==> config.mk <==
export PLATFORM = sky130hd
export DESIGN_NAME = interrupt_controller
export DESIGN_NICKNAME = d
export VERILOG_FILES = /design/src/rtl/interrupt_controller.sv
export SDC_FILE = /design/constraint.sdc
export NUM_CORES = 1
export LEC_CHECK = 0
export BUFFER_PORTS_ARGS = -buffer_cell sky130_fd_sc_hd__buf_2
export CORE_MARGIN = 1.5
export CORE_UTILIZATION = 49
export DETAILED_ROUTE_END_ITERATION = 12
export MAX_ROUTING_LAYER = met4
export PLACE_DENSITY = 0.94
export SLEW_MARGIN = 25
export SYNTH_ARGS = -nofsm -noshare
export SYNTH_HDL_FRONTEND = slang
export SYNTH_SLANG_ARGS = --single-unit
==> constraint.sdc <==
create_clock -name clk -period 4.88 [get_ports clk]
set_input_delay 0.488 -clock clk [delete_from_list [all_inputs] [get_ports clk]]
set_output_delay 0.488 -clock clk [all_outputs]
set_load 0.01 [all_outputs]
==> src/rtl/interrupt_controller.sv <==
`timescale 1ns/1ps
`default_nettype none
// ============================================================================
// Module   : interrupt_controller
// Purpose  : Interrupt entry/return sequencer around decode. Define
//            INTC_ROUND_ROBIN_EN for rotating priority (fixed-lowest otherwise).
// Revision : 1.0
// ============================================================================
module interrupt_controller #(
    parameter int          NUM_IRQ      = 4,
    parameter logic [31:0] VECTOR_BASE  = 32'h0600_0100,
    parameter int          FLUSH_CYCLES = 3
) (
    input  logic               clk,
    input  logic               rst,
    input  logic [NUM_IRQ-1:0] irq_req,
    input  logic [NUM_IRQ-1:0] irq_mask,
    input  logic               instr_valid,
    input  logic               dec_stall,
    input  logic [4:0]         dec_opcode,
    input  logic [31:0]        dec_PC,
    input  logic [31:0]        LR,
    input  logic [1:0]         FL,
    output logic [NUM_IRQ-1:0] irq_ack,
    output logic               int_flush,
    output logic               int_pc_load,
    output logic [31:0]        int_pc,
    output logic               restore,
    output logic [31:0]        LR_before_int,
    output logic [1:0]         FL_before_int,
    output logic               in_service,
    output logic [2:0]         cur_id
);

    localparam logic [4:0] c_OP_RIN     = 5'b11111;
    localparam logic [3:0] c_FLUSH_LAST = 4'(FLUSH_CYCLES - 1);

    typedef enum logic [2:0] {
        S_IDLE    = 3'd0,
        S_FLUSH   = 3'd1,
        S_VECTOR  = 3'd2,
        S_SERVICE = 3'd3,
        S_RESTORE = 3'd4
    } state_t;

    state_t              r_state;
    state_t              w_next;
    logic [3:0]          r_cnt;
    logic [31:0]         r_saved_pc;
    logic [31:0]         r_saved_lr;
    logic [1:0]          r_saved_fl;
    logic [2:0]          r_cur_id;
    logic [7:0]          w_pend;
    logic [2:0]          w_winner;
    logic                w_take;
    logic                w_rin;
    logic [NUM_IRQ-1:0]  w_ack_vec;

    assign w_pend = 8'(irq_req & ~irq_mask);
    assign w_take = (r_state == S_IDLE) & instr_valid & ~dec_stall & (|w_pend);
    assign w_rin  = instr_valid & ~dec_stall & (dec_opcode == c_OP_RIN);

`ifdef INTC_ROUND_ROBIN_EN
    logic [2:0] r_ptr;
    logic [3:0] w_idx;
    logic       w_found;

    // Search starts at the pointer and wraps modulo NUM_IRQ.
    always_comb begin
        w_winner = 3'd0;
        w_found  = 1'b0;
        w_idx    = 4'd0;
        for (int i = 0; i < NUM_IRQ; i++) begin
            w_idx = {1'b0, r_ptr} + 4'(i);
            if (w_idx >= 4'(NUM_IRQ)) begin
                w_idx = w_idx - 4'(NUM_IRQ);
            end
            if (!w_found && w_pend[w_idx[2:0]]) begin
                w_found  = 1'b1;
                w_winner = w_idx[2:0];
            end
        end
    end

    always_ff @(posedge clk or posedge rst) begin
        if (rst) begin
            r_ptr <= 3'd0;
        end else if (w_take) begin
            r_ptr <= (w_winner == 3'(NUM_IRQ - 1)) ? 3'd0 : w_winner + 3'd1;
        end
    end
`else
    always_comb begin
        w_winner = 3'd0;
        for (int i = 7; i >= 0; i--) begin
            if (w_pend[i]) begin
                w_winner = 3'(i);
            end
        end
    end
`endif

    genvar gi;
    generate
        for (gi = 0; gi < NUM_IRQ; gi++) begin : g_ack
            assign w_ack_vec[gi] = (r_cur_id == 3'(gi));
        end
    endgenerate

    always_ff @(posedge clk or posedge rst) begin
        if (rst) begin
            r_state <= S_IDLE;
        end else begin
            r_state <= w_next;
        end
    end

    // Outputs decode registered state only; irq_req reaches nothing but w_next.
    always_comb begin
        w_next      = r_state;
        irq_ack     = '0;
        int_flush   = 1'b0;
        int_pc_load = 1'b0;
        int_pc      = 32'd0;
        restore     = 1'b0;
        in_service  = 1'b0;
        case (r_state)
            S_IDLE: begin
                if (w_take) begin
                    w_next = S_FLUSH;
                end
            end
            S_FLUSH: begin
                int_flush = 1'b1;
                if (r_cnt == 4'd0) begin
                    irq_ack = w_ack_vec;
                end
                if (r_cnt == c_FLUSH_LAST) begin
                    w_next = S_VECTOR;
                end
            end
            S_VECTOR: begin
                int_pc_load = 1'b1;
                int_pc      = VECTOR_BASE + {25'd0, r_cur_id, 4'd0};
                w_next      = S_SERVICE;
            end
            S_SERVICE: begin
                in_service = 1'b1;
                if (w_rin) begin
                    w_next = S_RESTORE;
                end
            end
            S_RESTORE: begin
                restore     = 1'b1;
                int_flush   = 1'b1;
                int_pc_load = 1'b1;
                int_pc      = r_saved_pc;
                w_next      = S_IDLE;
            end
            default: begin
                w_next = S_IDLE;
            end
        endcase
    end

    always_ff @(posedge clk or posedge rst) begin
        if (rst) begin
            r_cnt <= 4'd0;
        end else if ((r_state == S_FLUSH) && (r_cnt != c_FLUSH_LAST)) begin
            r_cnt <= r_cnt + 4'd1;
        end else begin
            r_cnt <= 4'd0;
        end
    end

    // The interrupted instruction is flushed, so its own PC is the return target.
    always_ff @(posedge clk or posedge rst) begin
        if (rst) begin
            r_saved_pc <= 32'd0;
            r_saved_lr <= 32'd0;
            r_saved_fl <= 2'd0;
            r_cur_id   <= 3'd0;
        end else if (w_take) begin
            r_saved_pc <= dec_PC;
            r_saved_lr <= LR;
            r_saved_fl <= FL;
            r_cur_id   <= w_winner;
        end
    end

    assign LR_before_int = r_saved_lr;
    assign FL_before_int = r_saved_fl;
    assign cur_id        = r_cur_id;

endmodule
`default_nettype wire
==> results.sh <==
export IMPL_numPortBuffers=158
export IMPL_rsz0062_at_grt="no"
export IMPL_yosys_register_bits=75
export IMPL_max_vdd_ir_drop_v=0.000288
export IMPL_synth_area_top_cells="dfrtp_1 57%, mux2_2 17%, mux2_1 6.5%"
export IMPL_critPathRequiredTime_ns=5.09
export IMPL_seqPwrFrac_pct=47.1
export IMPL_ys_seq_area_share_pct=57.4
export IMPL_final_common_cell="buf_2"
export IMPL_status="finished, final reports clean"
export IMPL_cts_max_level=3
export IMPL_maxCapViolCount=0
export IMPL_totalWireLength_um=6840
export IMPL_setup_violations=0
export IMPL_synth_top_area_cell="dfrtp_1"
export IMPL_setup_worst_path_start_class="flip-flop"
export IMPL_placed_area_mm2=0.00411
export IMPL_finalCritPeriodShare_pct=48.6
export IMPL_period_needed_ns=2.37
export IMPL_drtIter0Drc=101
export IMPL_start_util_pct=51.2
export IMPL_clock_skew_ns=0.00417
export IMPL_nNetsFinal=492
export IMPL_die_w_um=84.7
export IMPL_cts_setup_buffers=0
export IMPL_crit_path_end_kind="flip-flop"
export IMPL_ys_warn_count=0
export IMPL_drcViolationCount=0
export IMPL_synthesis_area_mm2=0.00327
export IMPL_fillers=503
export IMPL_grt_pass1_vias=2477
export IMPL_ant_nets=0
export IMPL_r2r_start="r_state[0]"
export IMPL_multi_input_area_mm2=0.00130
export IMPL_cts_sinks=75
export IMPL_detailed_place_hpwl_um=5030
export IMPL_cp_arrival_ns=2.58
export IMPL_grtUsageTotal_pct=20.0
export IMPL_finalMaxSlewViolations=0
export IMPL_p_int_mw=1.55
export IMPL_worstRegToRegCells=4
export IMPL_ios=160
export IMPL_core_mm2=0.00639
export IMPL_most_common_layout_cells="158 x buf_2, 75 x dfrtp_1, 48 x mux2_2"
export IMPL_cp_max_fo=40
export IMPL_powerDensity_mw_per_mm2=542
export IMPL_p_switching_mw=0.782
export IMPL_syn_area_per_cell_um2=13.4
export IMPL_rr_endpoint="LR_before_int[22]"
export IMPL_startpoint="r_state[0]"
export IMPL_async_reset_ff_share_pct=100
export IMPL_pwr_share_clk_pct=17.1
export IMPL_synth_fp_nets=331
export IMPL_clock_fmax_mhz=422
export IMPL_vias=2419
export IMPL_p_total_mw=2.34
export IMPL_finalNonFillerCells=488
export IMPL_synth_top_cell_area_share_pct=57.4
export IMPL_comb_power_share_pct=35.9
export IMPL_cts_tree="yes"
export IMPL_path_clk_slew_ns=0.08
export IMPL_clock_latency_ns=0.33
export IMPL_whs_ns=0.195
export IMPL_layout_drive_gt1_share_pct=56.3
export IMPL_overflow=0
export IMPL_grt_start_max_net_pins=76
export IMPL_finalHoldViolations=0
export IMPL_cts_buffers=9
export IMPL_fp_row_count=29
export IMPL_place_inst=471
export IMPL_antenna_found_initial=1
export IMPL_regToRegSetupSlack_ns=2.51
export IMPL_clockRootBuffer="clkbuf_8"
export IMPL_ys_flop_type="dfrtp_1"
export IMPL_p_leak_nw=2.26
export IMPL_viasPerCell=4.96
export IMPL_final_cell_area_mm2=0.00431
export IMPL_worst_pin_slew_ns=0.864
export IMPL_setup_tns_ns=0
export IMPL_swShare_pct=33.5
export IMPL_regArea_mm2=0.00188
export IMPL_die_area_mm2=0.00718
export IMPL_fp_dieH_um=84.7
export IMPL_maxSlewHeadroom_pct=42.2
export IMPL_wire_per_inst_um=14.0
export IMPL_syn_instance_count=245
export IMPL_worst_setup_path_type="flip-flop to flip-flop"
export IMPL_crit_path_end="LR_before_int[22]"
export IMPL_cts_hold_buf=0
export IMPL_grt_pass1_wl_um=11000
export IMPL_synth_edf_count=0
export IMPL_gp_congestion=0.735
export IMPL_clk_path_buf_depth=2
export IMPL_synth_cell_types=37
export IMPL_hold_path_class="input pin to async pin"
export IMPL_cts_resized=0
export IMPL_first_pass_iters=4
export IMPL_syn2layout_area_growth_pct=31.7
==> final cells by class <==
class,count,share of cell area [%]
Multi-Input combinational cell,151,30.1
Timing Repair Buffer,162,19.5
Tap cell,77,2.24
Antenna cell,1,0.0581
Clock buffer,9,2.87
Sequential cell,75,43.6
Inverter,7,0.610
Clock inverter,6,1.02
==> worst max-delay path: stages (launching register included) <==
cell	delay, ns
dfrtp_1	0.61
and4bb_1	0.32
o21ai_4	0.34
buf_4	0.57
mux2_2	0.40
==> power by group through the flow <==
stage	combinational [mW]	clock (mW)	sequential, mW
detailed placement	0.848	0	1.11
global route	0.921	0.438	1.14
CTS	0.851	0.417	1.10
global placement	0.809	0	1.09
floorplan	0.476	0	1.14
finish	0.838	0.399	1.10
==> per-layer routing <==
metal  vias up  track usage [%]  wire length (µm)
li1       1156                -                 -
met1      1169             21.6              2680
met2        88             34.7              3640
met3         6             6.39               444
met4         0             7.04                73
met5         -                -                 0
==> cell usage after synthesis (3+ instances only) <==
| master | n |
|---|---|
| dfrtp_1 | 75 |
| mux2_2 | 48 |
| and2_1 | 29 |
| mux2_1 | 19 |
| nor2_1 | 12 |
| inv_1 | 7 |
| a21oi_1 | 5 |
| buf_2 | 5 |
| buf_6 | 3 |
| ha_1 | 3 |
| nand3_1 | 3 |
| o21ai_0 | 3 |
| xnor2_1 | 3 |
==> registers in the layout (all words and copies together) (netlist names) <==
register	count
r_cnt	4
LR_before_int	32
cur_id	2
FL_before_int	2
r_saved_pc	32
r_state	3
==> kinds of logic after synthesis <==
kind of cell	Yosys count	share of synthesized area (%)
AOI/OAI and AO/OA	15	2.94
DFF	75	57.4
and+or+nand+nor	61	11.1
xor gates and xnor gates	3	0.803
adders and majority gates	3	1.15
buffers and inverters	19	3.17
other	1	0.115
muxes	68	23.4
==> worst min-delay path by stage <==
stage | cells past startpoint | slack, ns | endpoint
final | 3 | 0.19 | LR_before_int[11]
after floorplan | 1 | 0.45 | r_cnt[0]
after global placement | 1 | 0.46 | r_saved_pc[18]
after detailed placement | 1 | 0.47 | r_saved_pc[19]
after CTS | 2 | 0.35 | LR_before_int[3]
after global routing | 3 | 0.19 | LR_before_int[11]
==> per-stage QoR <==
stage | util [%] | setup slack [ns]
finish | 67.5 | 2.51
global route | 67.5 | 2.33
CTS | 67.0 | 2.48
detailed placement | 64.4 | 2.18
global placement | 64.4 | 2.25
floorplan | - | 2.48
Note: power is estimated with default switching activity, not from simulation.
